### src/rtl/i4001_rom_arbiter_if.sv
// Shared-ROM fetch bus between the i4001 chip ports / ROM storage (master) and the arbiter (slave).
// req_* and resp_* are per-port vectors; rom_addr/rom_data face the single shared ROM.
interface i4001_rom_arbiter_if #(
    parameter int unsigned NUM_PORTS = 4
);
    localparam int unsigned AW = 12;
    localparam int unsigned DW = 8;

    logic [NUM_PORTS-1:0]    req_valid;
    logic [AW*NUM_PORTS-1:0] req_addr;
    logic [NUM_PORTS-1:0]    req_ready;
    logic [NUM_PORTS-1:0]    resp_valid;
    logic [DW*NUM_PORTS-1:0] resp_data;
    logic [AW-1:0]           rom_addr;
    logic [DW-1:0]           rom_data;

    modport master (
        output req_valid,
        output req_addr,
        output rom_data,
        input  req_ready,
        input  resp_valid,
        input  resp_data,
        input  rom_addr
    );

    modport slave (
        input  req_valid,
        input  req_addr,
        input  rom_data,
        output req_ready,
        output resp_valid,
        output resp_data,
        output rom_addr
    );
endinterface

### src/rtl/i4001_rom_arbiter.sv
// i4001 shared-ROM initiator: arbitrates NUM_PORTS fetch ports onto one pipelined ROM bus.
// Build macro I4001_ROM_ARB_FIXED_PRIO_EN selects fixed priority (port 0 highest) instead of round-robin.
module i4001_rom_arbiter #(
    parameter int unsigned NUM_PORTS = 4,
    parameter int unsigned PTR_W     = 3
) (
    input logic                sysclk,
    input logic                poc,
    i4001_rom_arbiter_if.slave bus
);
    localparam int unsigned AW    = 12;
    localparam int unsigned DW    = 8;
    localparam int unsigned SUM_W = PTR_W + 1;

    logic [NUM_PORTS-1:0]    grant;
    logic                    gnt_any;
    logic [PTR_W-1:0]        gnt_idx;
    logic [AW-1:0]           gnt_addr;

    logic                    a_vld;
    logic [PTR_W-1:0]        a_port;
    logic                    b_vld;
    logic [PTR_W-1:0]        b_port;
    logic [AW-1:0]           rom_addr_q;
    logic [NUM_PORTS-1:0]    resp_valid_q;
    logic [DW*NUM_PORTS-1:0] resp_data_q;

`ifdef I4001_ROM_ARB_FIXED_PRIO_EN
    // Lowest requesting index wins; no fairness state.
    always_comb begin
        grant   = '0;
        gnt_any = 1'b0;
        gnt_idx = '0;
        if (!poc) begin
            for (int i = 0; i < int'(NUM_PORTS); i++) begin
                if (!gnt_any && bus.req_valid[i]) begin
                    gnt_any  = 1'b1;
                    gnt_idx  = PTR_W'(i);
                    grant[i] = 1'b1;
                end
            end
        end
    end
`else
    logic [PTR_W-1:0] rr_ptr;
    logic [PTR_W-1:0] rr_next;
    logic [SUM_W-1:0] cand;
    logic [SUM_W-1:0] nxt_sum;

    // Search from rr_ptr upward, wrapping modulo NUM_PORTS; extra sum bit keeps NUM_PORTS=2**PTR_W exact.
    always_comb begin
        grant   = '0;
        gnt_any = 1'b0;
        gnt_idx = '0;
        cand    = '0;
        if (!poc) begin
            for (int k = 0; k < int'(NUM_PORTS); k++) begin
                cand = {1'b0, rr_ptr} + SUM_W'(k);
                if (cand >= SUM_W'(NUM_PORTS)) begin
                    cand = cand - SUM_W'(NUM_PORTS);
                end
                for (int i = 0; i < int'(NUM_PORTS); i++) begin
                    if (!gnt_any && (cand == SUM_W'(i)) && bus.req_valid[i]) begin
                        gnt_any  = 1'b1;
                        gnt_idx  = PTR_W'(i);
                        grant[i] = 1'b1;
                    end
                end
            end
        end
    end

    always_comb begin
        nxt_sum = {1'b0, gnt_idx} + SUM_W'(1);
        if (nxt_sum >= SUM_W'(NUM_PORTS)) begin
            nxt_sum = nxt_sum - SUM_W'(NUM_PORTS);
        end
        rr_next = nxt_sum[PTR_W-1:0];
    end

    always_ff @(posedge sysclk) begin
        if (poc) begin
            rr_ptr <= '0;
        end else if (gnt_any) begin
            rr_ptr <= rr_next;
        end
    end
`endif

    // Granted port's address; one-hot grant so at most one term is selected.
    always_comb begin
        gnt_addr = '0;
        for (int i = 0; i < int'(NUM_PORTS); i++) begin
            if (grant[i]) begin
                gnt_addr = bus.req_addr[AW*i +: AW];
            end
        end
    end

    // Three-stage fetch pipeline: issue address, ROM read, route byte to requester.
    always_ff @(posedge sysclk) begin
        if (poc) begin
            rom_addr_q   <= '0;
            a_vld        <= 1'b0;
            a_port       <= '0;
            b_vld        <= 1'b0;
            b_port       <= '0;
            resp_valid_q <= '0;
            resp_data_q  <= '0;
        end else begin
            a_vld  <= gnt_any;
            a_port <= gnt_idx;
            if (gnt_any) begin
                rom_addr_q <= gnt_addr;
            end
            b_vld  <= a_vld;
            b_port <= a_port;
            for (int i = 0; i < int'(NUM_PORTS); i++) begin
                resp_valid_q[i] <= b_vld && (b_port == PTR_W'(i));
                if (b_vld && (b_port == PTR_W'(i))) begin
                    resp_data_q[DW*i +: DW] <= bus.rom_data;
                end
            end
        end
    end

    assign bus.req_ready  = grant;
    assign bus.rom_addr   = rom_addr_q;
    assign bus.resp_valid = resp_valid_q;
    assign bus.resp_data  = resp_data_q;
endmodule

### src/flat_wrapper.sv
// flat-port wrapper written by rule: the top's interface ports become plain ports
module i4001_rom_arbiter_flat 
#(
    parameter int unsigned NUM_PORTS = 4,
    parameter int unsigned PTR_W     = 3
)
  (sysclk, poc, bus_req_valid, bus_req_addr, bus_rom_data, bus_req_ready, bus_resp_valid, bus_resp_data, bus_rom_addr);
  i4001_rom_arbiter_if #(.NUM_PORTS(NUM_PORTS)) bus_i ();
  input logic sysclk;
  input logic poc;
  input wire logic [$bits(bus_i.req_valid)-1:0] bus_req_valid;
  input wire logic [$bits(bus_i.req_addr)-1:0] bus_req_addr;
  input wire logic [$bits(bus_i.rom_data)-1:0] bus_rom_data;
  output wire logic [$bits(bus_i.req_ready)-1:0] bus_req_ready;
  output wire logic [$bits(bus_i.resp_valid)-1:0] bus_resp_valid;
  output wire logic [$bits(bus_i.resp_data)-1:0] bus_resp_data;
  output wire logic [$bits(bus_i.rom_addr)-1:0] bus_rom_addr;
  assign bus_i.req_valid = bus_req_valid;
  assign bus_i.req_addr = bus_req_addr;
  assign bus_i.rom_data = bus_rom_data;
  assign bus_req_ready = bus_i.req_ready;
  assign bus_resp_valid = bus_i.resp_valid;
  assign bus_resp_data = bus_i.resp_data;
  assign bus_rom_addr = bus_i.rom_addr;
  i4001_rom_arbiter #(.NUM_PORTS(NUM_PORTS), .PTR_W(PTR_W)) u_core (.sysclk(sysclk), .poc(poc), .bus(bus_i));
endmodule
### config.mk
export PLATFORM = sky130hd
export DESIGN_NAME = i4001_rom_arbiter_flat
export DESIGN_NICKNAME = d
export VERILOG_FILES = /design/src/rtl/i4001_rom_arbiter_if.sv /design/src/rtl/i4001_rom_arbiter.sv /design/src/flat_wrapper.sv
export SDC_FILE = /design/constraint.sdc
export NUM_CORES = 1
export LEC_CHECK = 0
export BUFFER_PORTS_ARGS = -buffer_cell sky130_fd_sc_hd__buf_4
export CAP_MARGIN = 25
export CORE_ASPECT_RATIO = 0.6
export CORE_MARGIN = 5
export CORE_UTILIZATION = 40
export CTS_BUF_LIST = sky130_fd_sc_hd__clkbuf_8
export CTS_CLUSTER_DIAMETER = 100
export DETAILED_ROUTE_END_ITERATION = 10
export GPL_ROUTABILITY_DRIVEN = 0
export GPL_TIMING_DRIVEN = 1
export PLACE_DENSITY_LB_ADDON = 0.12
export SLEW_MARGIN = 0
export SYNTH_ARGS = -nofsm -noshare
export SYNTH_HDL_FRONTEND = slang
export SYNTH_SLANG_ARGS = --single-unit
### constraint.sdc
create_clock -name sysclk -period 2.98 [get_ports sysclk]
set_input_delay 0.149 -clock sysclk [delete_from_list [all_inputs] [get_ports sysclk]]
set_output_delay 0.149 -clock sysclk [all_outputs]
set_load 0.05 [all_outputs]
# ---- Yosys cells after proc, flatten, opt, wreduce, memory -nomap -nowiden
# Cells that the tools add are included.
dict set report word_totals {
  reg_bits 59
  ramBits 0
  output_inout_bits 52
  rom_bits 0
  mem_count 0
  elab_cells 172
  latchBits 0
}
dict set report classes {
  magnitude_cmp 5
  n_mul 0
  n_reduce_logical 55
  n_div 0
  n_shift 0
  n_eq_ne 15
  add_sub_neg 9
  n_mux 77
  bitwise_logic 0
}
# operator count
set op_table {}
lappend op_table {{2-to-1 mux 1 bit} 48}
lappend op_table {{2-to-1 mux 12 bit} 4}
lappend op_table {{2-to-1 mux 4 bit} 9}
lappend op_table {{logical AND 1 bit} 35}
lappend op_table {{equality test 4 x 2 -> 1 bit, second input constant} 8}
lappend op_table {{2-to-1 mux 2 bit} 14}
lappend op_table {{equality test 4 x 1 -> 1 bit, second input constant} 4}
lappend op_table {{>= comparator 4 x 3 -> 1 bit, second input constant} 4}
lappend op_table {{zero test 4 bit} 4}
lappend op_table {{zero test 1 bit} 15}
lappend op_table {{subtractor 4 x 3 -> 4 bit, second input constant} 3}
lappend op_table {{adder 3 x 1 -> 4 bit, second input constant} 2}
lappend op_table {{adder 3 x 2 -> 4 bit, second input constant} 2}
lappend op_table {{equality test 3 x 2 -> 1 bit, second input constant} 2}
lappend op_table {{2-to-1 mux 3 bit} 2}
lappend op_table {{subtractor 3 x 3 -> 4 bit, second input constant} 1}
lappend op_table {{equality test 3 x 1 -> 1 bit, second input constant} 1}
lappend op_table {{>= comparator 3 bit, second input constant} 1}
lappend op_table {{zero test 3 bit} 1}
lappend op_table {{subtractor 3 bit, second input constant} 1}

# ---- Longest topological paths before layout
dict set report logic_depth {
  word_depth 86
  depth_mapped 17
}

# ---- Worst setup path before layout
# No wires, ideal clock.
dict set report synth_timing {
  path_kind {flip-flop to flip-flop}
  from {register u_core.rr_ptr[0]}
  to {register u_core.rr_ptr[1]}
  required_ns 2.852
  t_arrival_ns 3.010
  slack_ns -0.158
  setup_time_ns 0.128
  stages_incl_launch_ff 16
  path_cell_list {dfxtp_1 -> buf_2 -> and2_1 -> nand2_1 -> ha_1 -> or3b_2 -> o32a_1 -> nand2_1 -> a221oi_1 -> or2_2 -> buf_2 -> a21oi_1 -> nor2_1 -> ha_1 -> a22oi_1 -> nor2_1}
}
dict set report synth_between {
  elab_chain_len 85
}
# item line_no
set synth_rtl {}
lappend synth_rtl {{from (decl)} i4001_rom_arbiter.sv:45} ;# logic [PTR_W-1:0] rr_ptr;
lappend synth_rtl {{from (signal assigned)} i4001_rom_arbiter.sv:85} ;# rr_ptr <= rr_next;
lappend synth_rtl {{subtractor 3 x 3 -> 4 bit or >= comparator 3 bit (tied branches)} {i4001_rom_arbiter.sv:60, i4001_rom_arbiter.sv:59}}
lappend synth_rtl {{2-to-1 mux 4 bit} i4001_rom_arbiter.sv:59} ;# if (cand >= SUM_W'(NUM_PORTS)) begin
lappend synth_rtl {{2-to-1 mux 4 bit} i4001_rom_arbiter.sv:56} ;# if (!poc) begin
lappend synth_rtl {{zero test 4 bit} i4001_rom_arbiter.sv:63} ;# if (!gnt_any && (cand == SUM_W'(i)) && bus.req_valid[i]) begin
lappend synth_rtl {{logical AND 1 bit} i4001_rom_arbiter.sv:63}
lappend synth_rtl {{2-to-1 mux 1 bit} i4001_rom_arbiter.sv:63}
lappend synth_rtl {{2-to-1 mux 1 bit} i4001_rom_arbiter.sv:56}
lappend synth_rtl {{zero test 1 bit} i4001_rom_arbiter.sv:63}
lappend synth_rtl {{[70 not listed]} --}
lappend synth_rtl {{logical AND 1 bit (2 in series)} i4001_rom_arbiter.sv:63}
lappend synth_rtl {{2-to-1 mux 2 bit (*)} i4001_rom_arbiter.sv:63}
lappend synth_rtl {{2-to-1 mux 3 bit (*)} i4001_rom_arbiter.sv:56}
lappend synth_rtl {{named net u_core.gnt_idx[1]} i4001_rom_arbiter.sv:17} ;# logic [PTR_W-1:0] gnt_idx;
lappend synth_rtl {{adder 3 x 1 -> 4 bit (*)} i4001_rom_arbiter.sv:74} ;# nxt_sum = {1'b0, gnt_idx} + SUM_W'(1);
lappend synth_rtl {{>= comparator 4 x 3 -> 1 bit or subtractor 3 bit (tied branches)} {i4001_rom_arbiter.sv:75, i4001_rom_arbiter.sv:76}}
lappend synth_rtl {{2-to-1 mux 3 bit (*)} i4001_rom_arbiter.sv:75} ;# if (nxt_sum >= SUM_W'(NUM_PORTS)) begin
lappend synth_rtl {{named net u_core.nxt_sum[1]} i4001_rom_arbiter.sv:48} ;# logic [SUM_W-1:0] nxt_sum;
# Mark *: on every way through the listed nets, which the timed path passes. The rest lies on a longest branch. The select of a mux whose other input is x is not followed.
# A chain may end at the register's enable or synchronous reset.

# ---- Worst setup path after layout
dict set report layout_timing {
  from {register u_core.rr_ptr[1]}
  to {output bus_req_ready[3]}
}
dict set report layout_between {
  elab_chain_len 82
}
# item line_no
set layout_rtl {}
lappend layout_rtl {{subtractor 3 x 3 -> 4 bit or >= comparator 3 bit (tied branches)} {i4001_rom_arbiter.sv:60, i4001_rom_arbiter.sv:59}}
lappend layout_rtl {{2-to-1 mux 4 bit} i4001_rom_arbiter.sv:59}
lappend layout_rtl {{2-to-1 mux 4 bit} i4001_rom_arbiter.sv:56}
lappend layout_rtl {{zero test 4 bit} i4001_rom_arbiter.sv:63}
lappend layout_rtl {{logical AND 1 bit} i4001_rom_arbiter.sv:63}
lappend layout_rtl {{2-to-1 mux 1 bit} i4001_rom_arbiter.sv:63}
lappend layout_rtl {{2-to-1 mux 1 bit} i4001_rom_arbiter.sv:56}
lappend layout_rtl {{zero test 1 bit} i4001_rom_arbiter.sv:63}
lappend layout_rtl {{[64 not listed]} --}
lappend layout_rtl {{zero test 1 bit} i4001_rom_arbiter.sv:63}
lappend layout_rtl {{logical AND 1 bit (2 in series)} i4001_rom_arbiter.sv:63}
lappend layout_rtl {{2-to-1 mux 1 bit} i4001_rom_arbiter.sv:63}
lappend layout_rtl {{2-to-1 mux 1 bit} i4001_rom_arbiter.sv:56}
lappend layout_rtl {{zero test 1 bit} i4001_rom_arbiter.sv:63}
lappend layout_rtl {{logical AND 1 bit (2 in series)} i4001_rom_arbiter.sv:63}
lappend layout_rtl {{2-to-1 mux 1 bit (*)} i4001_rom_arbiter.sv:63}
lappend layout_rtl {{2-to-1 mux 4 bit (*)} i4001_rom_arbiter.sv:56}
lappend layout_rtl {{to (decl)} flat_wrapper.sv:14} ;# output wire logic [$bits(bus_i.req_ready)-1:0] bus_req_ready;
# Mark *: on every way between the ends. The rest lies on a longest branch, timed or not. The select of a mux whose other input is x is not followed.

==> impl_metrics.csv <==
group,metric,value,unit
status,status,"completed",
detailed_routing,wl_per_cell,16.00,um
run,drv_cap,0,
logic_synthesis,yosys_most_used_dff,"dfxtp_1",
timing,finalHoldViolCount,0,
logic_synthesis,post-synth-top-count-cell,"nand2_1",
detailed_routing,ant_nets,0,
clock_tree,cts_buffer_depth,2,
logic_synthesis,synth_edf_count,0,
timing,hold_ws,88.53,ps
logic_synthesis,ys_seq_area_share,41.76,%
clock_tree,cts_tree,"yes",
logic_synthesis,synth_area_leaders,"dfxtp_1, nand2_1, mux2i_1",
logic_synthesis,synth_seq_cells,57,
power_and_ir_drop,leakage,1.847,nW
detailed_routing,drt-total-wl,8.673,mm
global_routing,grt_pass1_vias,2734,
logic_synthesis,post-synth-top-area-cell,"dfxtp_1",
min_path,hold_class,"in -> reg",
power_and_ir_drop,power,2.338,mW
cells_and_area,synthToLayoutAreaGrowth,50.55,%
die,dieArea,8639,um2
clock_tree,clk_pin_slew_worst_paths,60,ps
clock_tree,h-tree-depth,3,
clock_tree,cts-root-buf,"clkbuf_8",
placement,post-place-ws,-93.93,ps
critical_path,cp_max_fo,5,
power_and_ir_drop,peakVddDrop,0.2439,mV
die,core,6648,um2
logic_synthesis,syn_area,2733,um2
logic_synthesis,synth_top_area_share,41.76,%
die,initial_utilization,41.11,%
logic_synthesis,ys_types,49,
detailed_routing,vias,2844,
timing,finalMaxSlewViolations,0,
logic_synthesis,async_reset_ff_share,0,%
detailed_routing,avgViaCountPerCell,5.247,
timing,max_freq,349.7,MHz
detailed_routing,route.detailed.drc,0,
cells_and_area,fin_nets,517,
global_routing,grt_max_degree,58,
detailed_routing,drt_first_iter_violations,199,
die,rows,23,
clock_tree,cts_made_buffers,9,
global_routing,grt_overflow_total,0,
timing,min_period,2859,ps
min_path,min_delay_path_depth,3,
logic_synthesis,synthCells,320,
critical_path,r2r_slack,130,ps
critical_path,end_kind,"output pin",
placement,portBuffers,113,
placement,place_inst,514,
logic_synthesis,ys_top_cells_by_count,"nand2_1, dfxtp_1, nor2_1",
global_routing,antenna_found_initial,0,
global_routing,grt_pass1_wl,13.42,mm
critical_path,cp-start-kind,"flop",
clock_tree,clkLatencyLatePin,340,ps
critical_path,crit_required,2830,ps
cells_and_area,stdcell_count,542,
critical_path,rr_worst_depth,15,
timing,fin_skew,11.35,ps
die,dieHeight,74.02,um
global_routing,track_usage,19.71,%
logic_synthesis,yosysWarnings,0,
critical_path,cp.arrival,2710,ps
timing,worst_slew_pin_slew,657.0,ps
timing,period_share,95.95,%
cells_and_area,diodes,0,
die,die_x,116.7,um
timing,setup_viol,0,
logic_synthesis,syn-mean-instance-area,8.539,um2
power_and_ir_drop,powerDensity,568.2,nW/um2
die,num_io_pins,114,
detailed_routing,firstDrtPassIters,5,
logic_synthesis,syn_nets,387,
clock_tree,cts.sinks,57,
critical_path,critPathKind,"reg -> out",
placement,place_hpwl,6.429,mm
timing,fin_ws,120.7,ps
cells_and_area,drive_gt1_share,40.88,%
timing,relSlewSlack,56.07,%
[cell families after synthesis]
kind of cell	share of synthesized area, %
and+or+nand+nor	22.80
DFF	41.76
AOI/OAI and AO/OA	20.56
xor gates and xnor gates	0.3206
adders and majority gates	2.289
buffers and inverters	4.899
muxes	7.372
[cell type report]
type | instances | area [um2]
Fill cell | 598 | 2534
Multi-Input combinational cell | 234 | 1563
Sequential cell | 57 | 1150
Timing Repair Buffer | 140 | 1066
Clock buffer | 10 | 137.6
Tap cell | 87 | 108.9
Clock inverter | 6 | 58.81
Inverter | 8 | 30.03
[worst max-delay path: stages, from the launching register on]
cell and delay [ps]:
dfxtp_4 370, buf_6 130, nor2_4 130, xnor2_2 150, ha_4 250, nand2b_4 140
a2111oi_2 290, o211ai_1 230, nor3_2 200, buf_4 150, o21ai_2 90, inv_1 90
buf_6 150
[layout by cell type, fill, tap and decap left out, types with 2 or more instances in the layout]
master,count
o21ai_2,2
dfxtp_1,54
nor3b_1,3
dfxtp_4,2
a222oi_1,8
a21oi_1,22
buf_6,2
nor2b_1,8
buf_4,137
nor3_2,2
o21ai_0,4
a32o_1,5
a22oi_1,2
and2_1,2
nand2b_1,6
clkinvlp_4,2
nand2_1,57
nand3b_1,2
nor2_1,38
clkinv_2,2
and3_1,2
mux2i_1,19
a2bb2oi_1,4
clkbuf_8,10
nand3_1,2
a311oi_1,8
o2111ai_1,4
ha_1,3
inv_1,8
[sequential cells by signal, indices dropped and copies added, names as in the netlist]
register / cells
u_core.bus.resp_data: 32
u_core.bus.rom_addr: 12
u_core.b_port: 2
u_core.rr_ptr: 3
u_core.b_vld: 1
u_core.a_port: 2
u_core.a_vld: 1
u_core.bus.resp_valid: 4
[timing repair]
action                     4_1_cts  5_1_grt
setup endpoints to repair       16       13
gates cloned                     0        0
resized for setup               17       10
hold buffers                     0        0
pin swaps                        4       13
buffers inserted                 2       10
[stage by stage]
stage	cell area, um2	utilization (%)	setup TNS [ps]
5_1_grt	4114	61.89	-2.372
4_1_cts	4001	60.19	0
3_3_place_gp	3715	55.88	-22.50
3_5_place_dp	3715	55.88	-308.3
2_1_floorplan	2758	-	0
6_report	4114	61.89	0
[layer usage]
| layer | wire, um | vias to the layer above | track usage (%) |
|---|---|---|---|
| li1 | - | 1395 | - |
| met1 | 4012 | 1327 | 27.88 |
| met2 | 3770 | 116 | 28.42 |
| met3 | 824 | 6 | 7.480 |
| met4 | 65 | 0 | 4.835 |
| met5 | 0 | - | 0 |
[where the power goes]
group	leakage [nW]	total [mW]	internal, mW	switching [mW]
Sequential	0.465	0.854	0.818	0.0361
Clock	0.0995	0.704	0.402	0.301
Combinational	1.28	0.781	0.328	0.452
[worst paths after layout]
check                        start                     end
hold reg to reg   u_core.a_port[1]        u_core.b_port[1]
hold / removal    bus_req_addr[45]  u_core.bus.rom_addr[9]
setup reg to reg  u_core.rr_ptr[1]        u_core.rr_ptr[1]
setup / recovery  u_core.rr_ptr[1]        bus_req_ready[3]
(Power assumes the default switching activity.)
